[src/rtl/nes_pad_pkg.sv]
// nes_pad_pkg: shared FSM state type and scan timing helper
// for the NES/SNES controller scanner.
package nes_pad_pkg;

  typedef enum logic [2:0] {
    ST_IDLE,
    ST_LATCH,
    ST_LOW,
    ST_HIGH,
    ST_DONE
  } state_t;

  // Cycles from the first LATCH cycle to the DONE cycle, inclusive.
  function automatic int scan_len(input int h, input int nbits);
    return 2 * h + nbits * h + (nbits - 1) * h + 1;
  endfunction

endpackage

[src/rtl/nes_pad_tick.sv]
// nes_pad_tick: free-running auto-poll divider, one-cycle tick
// every POLL_CYC cycles; POLL_CYC = 0 never ticks.
module nes_pad_tick #(
  parameter int POLL_CYC = 450000
) (
  input  logic i_clk,
  input  logic i_rst,
  output logic o_tick
);

  if (POLL_CYC > 0) begin : g_on
    localparam int W = (POLL_CYC > 1) ? $clog2(POLL_CYC) : 1;
    localparam logic [W-1:0] LAST = W'(POLL_CYC - 1);

    logic [W-1:0] cnt;

    // Wrap-around counter; runs regardless of scanner state.
    always_ff @(posedge i_clk) begin
      if (i_rst) cnt <= '0;
      else if (cnt == LAST) cnt <= '0;
      else cnt <= cnt + 1'b1;
    end

    assign o_tick = (cnt == LAST);
  end else begin : g_off
    logic unused_ok;
    assign unused_ok = i_clk ^ i_rst;
    assign o_tick = 1'b0;
  end

endmodule

[src/rtl/nes_pad_scanner.sv]
// nes_pad_scanner: shared latch/clock scanner for 1..4 NES/SNES pads.
// Define NES_PAD_DEBOUNCE_EN to require two equal scans per update.
module nes_pad_scanner
  import nes_pad_pkg::*;
#(
  parameter int NUM_PADS = 2,
  parameter int NUM_BITS = 8,
  parameter int HALF_CYC = 162,
  parameter int POLL_CYC = 450000
) (
  input  logic                         i_clk,
  input  logic                         i_rst,
  input  logic                         i_poll_req,
  input  logic [NUM_PADS-1:0]          i_serial_data,
  output logic                         o_data_latch,
  output logic                         o_data_clock,
  output logic [NUM_PADS*NUM_BITS-1:0] o_buttons,
  output logic                         o_valid,
  output logic                         o_busy
);

  localparam int CW = $clog2(2 * HALF_CYC);
  localparam int IW = (NUM_BITS > 1) ? $clog2(NUM_BITS) : 1;
  localparam logic [CW-1:0] LAST_LATCH = CW'(2 * HALF_CYC - 1);
  localparam logic [CW-1:0] LAST_HALF = CW'(HALF_CYC - 1);
  localparam logic [IW-1:0] LAST_BIT = IW'(NUM_BITS - 1);

  state_t state, state_n;
  logic [CW-1:0] phase;
  logic [IW-1:0] idx;
  logic [NUM_PADS-1:0] sync1, sync2;
  logic [NUM_PADS-1:0][NUM_BITS-1:0] btn;
  logic tick, start, last, capture, done;

  nes_pad_tick #(
    .POLL_CYC(POLL_CYC)
  ) u_tick (
    .i_clk (i_clk),
    .i_rst (i_rst),
    .o_tick(tick)
  );

  assign start = i_poll_req | tick;
  assign capture = (state == ST_LOW) && last;
  assign done = (state == ST_DONE);
  assign o_busy = (state != ST_IDLE);
  assign o_buttons = btn;

  // Two-flop synchroniser; reset to the released (high) level.
  always_ff @(posedge i_clk) begin
    if (i_rst) begin
      sync1 <= '1;
      sync2 <= '1;
    end else begin
      sync1 <= i_serial_data;
      sync2 <= sync1;
    end
  end

  // Next state and end-of-phase detection.
  always_comb begin
    state_n = state;
    last = 1'b0;
    unique case (state)
      ST_IDLE: begin
        if (start) state_n = ST_LATCH;
      end
      ST_LATCH: begin
        last = (phase == LAST_LATCH);
        if (last) state_n = ST_LOW;
      end
      ST_LOW: begin
        last = (phase == LAST_HALF);
        if (last) state_n = (idx == LAST_BIT) ? ST_DONE : ST_HIGH;
      end
      ST_HIGH: begin
        last = (phase == LAST_HALF);
        if (last) state_n = ST_LOW;
      end
      ST_DONE: begin
        last = 1'b1;
        state_n = ST_IDLE;
      end
      default: state_n = ST_IDLE;
    endcase
  end

  // State, phase counter, bit index and registered pad lines.
  always_ff @(posedge i_clk) begin
    if (i_rst) begin
      state <= ST_IDLE;
      phase <= '0;
      idx <= '0;
      o_data_latch <= 1'b0;
      o_data_clock <= 1'b0;
      o_valid <= 1'b0;
    end else begin
      state <= state_n;
      phase <= (state == ST_IDLE || last) ? '0 : phase + 1'b1;
      if (state == ST_LATCH) idx <= '0;
      else if (state == ST_HIGH && last) idx <= idx + 1'b1;
      o_data_latch <= (state_n == ST_LATCH);
      o_data_clock <= (state_n == ST_HIGH);
      o_valid <= done;
    end
  end

  for (genvar p = 0; p < NUM_PADS; p++) begin : g_pad
    logic [NUM_BITS-1:0] sh;
    logic [NUM_BITS-1:0] bt;

    // Shadow capture at the end of each low half period.
    always_ff @(posedge i_clk) begin
      if (i_rst) sh <= '0;
      else if (capture) sh[idx] <= ~sync2[p];
    end

`ifdef NES_PAD_DEBOUNCE_EN
    logic [NUM_BITS-1:0] prev;

    // Publish only when two consecutive scans agree.
    always_ff @(posedge i_clk) begin
      if (i_rst) begin
        prev <= '0;
        bt <= '0;
      end else if (done) begin
        prev <= sh;
        if (sh == prev) bt <= sh;
      end
    end
`else
    // Publish every completed scan.
    always_ff @(posedge i_clk) begin
      if (i_rst) bt <= '0;
      else if (done) bt <= sh;
    end
`endif

    assign btn[p] = bt;
  end

endmodule

[config.mk]
export PLATFORM = sky130hd
export DESIGN_NAME = nes_pad_scanner
export DESIGN_NICKNAME = d
export VERILOG_FILES = /design/src/rtl/nes_pad_pkg.sv /design/src/rtl/nes_pad_tick.sv /design/src/rtl/nes_pad_scanner.sv
export SDC_FILE = /design/constraint.sdc
export NUM_CORES = 1
export LEC_CHECK = 0
export BUFFER_PORTS_ARGS = -buffer_cell sky130_fd_sc_hd__buf_2
export CORE_MARGIN = 2
export CORE_UTILIZATION = 40
export CTS_BUF_LIST = sky130_fd_sc_hd__clkbuf_16
export CTS_CLUSTER_DIAMETER = 50
export DETAILED_ROUTE_END_ITERATION = 10
export GPL_TIMING_DRIVEN = 0
export SLEW_MARGIN = 10
export SYNTH_ARGS = -nofsm -noshare
export SYNTH_HDL_FRONTEND = slang
export SYNTH_SLANG_ARGS = --single-unit
[constraint.sdc]
create_clock -name i_clk -period 5.25 [get_ports i_clk]
set_input_delay 1.575 -clock i_clk [delete_from_list [all_inputs] [get_ports i_clk]]
set_output_delay 1.575 -clock i_clk [all_outputs]
set_load 0.005 [all_outputs]
Word-level counts from Yosys, hierarchy flattened --
Index checks and enable logic that the tools add are counted.
Word-level totals: register bits 73, bits in latches 0, RAM bits 0, bits in read-only memories 0, input port bits 5, memories kept 0
Cells by class: add/subtract/negate cells 3, multipliers 0, divide/modulo/power cells 0, $lt $le $gt $ge 2, equal/unequal tests 10, shift-type cells 0, multiplexer cells 11, bitwise operators 3, reductions and logical operators 10
Operators with widths (number):
- $add A19 B1 Y19 const B | 1
- $eq A19 B19 Y1 const B | 1
- $bwmux W8 | 2
- $mux W3 | 5
- $pmux W3 S4 | 1
- $add A9 B1 Y9 const B | 1
- $eq A3 B2 Y1 const B | 3
- $eq A9 B8 Y1 const B | 1
- $eq A9 B9 Y1 const B | 1
- $reduce_or A2 Y1 | 4
- $eq A3 B1 Y1 const B | 2
- $eq A3 B3 Y1 const B | 2
- $lt A3 B4 Y1 const B | 1
- $add A3 B1 Y3 const B | 1
- $demux W1 S3 | 1
- $ge A3 B1 Y1 const B | 1
- $logic_and A1 B1 Y1 | 3
- $logic_not A3 Y1 | 1
- $pmux W1 S3 | 1
- $reduce_bool A3 Y1 | 1
- $not A1 Y1 | 2
- $logic_or A1 B1 Y1 | 1
- $mux W1 | 1
- $or A1 B1 Y1 | 1

Depth between registers and ports, before layout --
depth in word-level cells 5, mapped depth 8, gate-level depth less buffers 7

Cells and area by module --
From an unflattened synthesis, not the netlist that was laid out.
Second synthesis, totals: cells, all modules 346, area total of the unflattened synthesis 3042.9 um^2
By module, submodules not included:
- nes_pad_scanner | instances 1, cells an instance 246, area an instance 2162.1 um^2, seq. area each 1081.0 um^2
- nes_pad_tick | instances 1, cells an instance 100, area an instance 880.8 um^2, seq. area each 380.4 um^2

Worst setup path before layout --
Ideal clock, no wire load.
path kind register to output, start reg state[0], end out o_busy, arrival time 0.747 ns, required time 3.675 ns, setup slack 2.928 ns, cell stages (with the launch flop) 3, path buffers 0, path through dfxtp_1 -> nor3_1 -> inv_1
Between the ends: word-level cells in the longest chain between the ends 1
Ends and longest elaborated chain:
- start, declared | line nes_pad_scanner.sv:28 | state_t state, state_n;
- start signal, assigned | line nes_pad_scanner.sv:98 | state <= state_n;
- $reduce_bool A3 Y1 | line nes_pad_scanner.sv:46 | assign o_busy = (state != ST_IDLE);
- end, declared | line nes_pad_scanner.sv:19 | output logic o_busy
Every way passes these cells.

Worst setup path after layout --
Ends and elaborated chain as after synthesis.

==> impl_metrics.ini <==
[logic_synthesis]
synthFlopType = dfxtp_1
synth_edf_count = 0
ys_ff_latch = 73
synthArstFlopShare = 0
netlist_instances = 330
avgSynthCellArea_um2 = 8.95
synth.distinct_cells = 33
synth_area_um2 = 2950
ys_seq_area_frac = 0.495
synth_warnings = 0
synth_nets = 340

[pwr]
power_leakage_nw = 1.47
total_power_mw = 1.28
peakVddDrop_mv = 0.189
power.density_nw_per_um2 = 361

[global_route]
antenna_found_initial = 0
grt_first_pass_wirelength_mm = 9.40
grt_pass1_vias = 2075
track_usage = 0.144
overflow = 0
grt_start_max_net_pins = 13

[cts]
htreeDepth = 3
cts_inserted_buffers = 9
cts_sinks = 73
tritoncts = yes
cts_root_buffer = clkbuf_16
post_cts_resized = 0
cts_buffer_depth = 2
hold_buffers = 0
clk_latency_ps = 330
post-cts-setup-buffer-count = 0
path_clk_slew_ps = 50

[critical_path]
path_cells = nor3_1 -> inv_1 -> buf_2
crit_arrival_ps = 1340
cp_top_family = simple AND/OR/NAND/NOR gates
critPathRequiredTime_ps = 3680
crit_type = reg2out
path_buf_inv = 2
crit_slowest_cell = nor3_1
cp-end-kind = primary output
critPathLaunchType = flip-flop
crit_path_max_incr_delay_ps = 420
cp_max_fo = 9

[worst_hold_path]
worstHoldPathType = reg2reg

[detailed_routing]
drt-total-wl_mm = 5.41
drc = 0
wl_met3_um = 205
met1_length_mm = 2.77
drt-initial-drc-count = 85
wl_met2_mm = 2.35
top_layer_used = met4
routed_via_density = 4.73
first_pass_iters = 4
wl_per_cell_um = 11.6
vias = 2213
final_antenna_net_count = 0

[sta]
finalCriticalPeriod_ps = 2920
clock.fmax_mhz = 343
fin_ws_ps = 2330
final-hold-violation-count = 0
setup_violations = 0
tns_ps = 0
tightest_slew_ps = 501
final-max-slew-violation-count = 0
clock_skew_ps = 4.88
rsz0062_at_grt = no
slew_headroom = 0.666
timing.final.crit_share = 0.556

[die]
initial_core_util = 0.409
coreArea_um2 = 7210
ios = 25
die_area_um2 = 8090
fp.dieH_um = 89.9
dieWidth_um = 89.9
num_rows = 31

[place]
port_buffers = 24
pre_cts_slack_ps = 2510
hpwl_mm = 3.87
gp_congestion = 0.791
dp.cells = 453

[run_status]
status = finished, final reports clean

[finish]
final_cells = 468
n_antenna_cell = 0
drive_above_1_share = 0.136
nNetsFinal = 375
syn_to_final_growth_pct = 19.5

[flow_run]
max-cap-violations = 0
per-stage QoR:
step / utilization / hold WS [ps] / area [um^2]
finish: 0.489 / 408 / 3530
global route: 0.489 / 419 / 3530
CTS: 0.489 / 408 / 3530
detailed placement: 0.443 / 395 / 3200
global placement: 0.443 / 391 / 3200
floorplan: - / 389 / 2950
power by group:
| group | switching [mW] | internal (mW) |
|---|---|---|
| Sequential | 0.00435 | 0.559 |
| Clock | 0.222 | 0.459 |
| Combinational | 0.0195 | 0.0112 |
cell usage after synthesis, types with 6 or more instances:
cell type	instances	area, um^2
and3_1	7	43.8
nand3_1	20	100
nand2_1	44	165
clkbuf_1	9	33.8
xor2_1	14	123
inv_1	6	22.5
a21oi_1	17	85.1
xnor2_1	11	96.3
nor2_1	54	203
dfxtp_1	73	1460
nor3_1	9	45.0
mux2i_1	19	190
worst register-to-register path: stages (launching register included):
cell and delay (ps):
dfxtp_1 370, ha_1 220, and4_1 220, nand2_1 60, nor4_1 470, or2_1 160
buf_4 150, buf_6 150, nor2_1 50
cell usage in the layout (no fill, tap or decap), types with 2 or more instances in the layout:
master and count:
a21oi_1 17, and3_1 7, and4_1 4, buf_2 24
buf_4 3, bufinv_16 3, clkbuf_1 9, clkbuf_16 9
dfxtp_1 73, ha_1 5, inv_1 6, mux2i_1 19
nand2_1 44, nand2b_1 2, nand3_1 20, nand3b_1 2
nand4_1 5, nor2_1 54, nor2b_1 3, nor3_1 9
nor3b_1 5, o21ai_0 2, or2_2 4, or3_1 2
xnor2_1 11, xor2_1 14
cell families (layout without fill, tap and decap cells):
family | count (synthesis) | count (layout) | share of synthesized area
adder cells (fa/ha/maj) | 5 | 5 | 0.0212
AND/OR/NAND/NOR | 169 | 169 | 0.279
AO/OA/AOI/OAI | 20 | 20 | 0.0364
multiplexers | 19 | 19 | 0.0644
XOR/XNOR | 25 | 25 | 0.0741
buffers and inverters | 19 | 58 | 0.0305
flip-flops | 73 | 73 | 0.495
path summary, 6_finish.rpt:
path,cells after the start,slack [ps],endpoint,from
worst max-delay path,3,2330,o_busy,state[0]
worst min-delay path,1,410,sync2[0],sync1[0]
worst max register to register,8,3290,u_tick.g_on.cnt[12],u_tick.g_on.cnt[0]
worst min register to register,1,410,sync2[0],sync1[0]
layout make-up:
type | count | area [um^2]
plain buffers | 13 | 67.6
clock buffers | 9 | 225
clock inverters | 6 | 108
fillers | 727 | 3680
inverters | 6 | 22.5
multi-input cells | 238 | 1400
flip-flops and latches | 73 | 1460
well taps | 99 | 124
repair buffers | 24 | 120
state kept, by name, indices dropped and copies added, names as in the netlist:
| register | cells |
|---|---|
| sync1 | 2 |
| phase | 9 |
| o_data_latch | 1 |
| g_pad.bt | 16 |
| u_tick.g_on.cnt | 19 |
| idx | 3 |
| o_valid | 1 |
| o_data_clock | 1 |
| state | 3 |
| sync2 | 2 |
| g_pad.sh | 16 |
metal layers:
| layer | GRT usage | up-vias |
|---|---|---|
| met5 | 0 | - |
| met4 | 0.0615 | 0 |
| met3 | 0.0427 | 11 |
| met2 | 0.220 | 33 |
| li1 | - | 1171 |
| met1 | 0.189 | 998 |
Note: power is estimated with default switching activity, not from simulation.
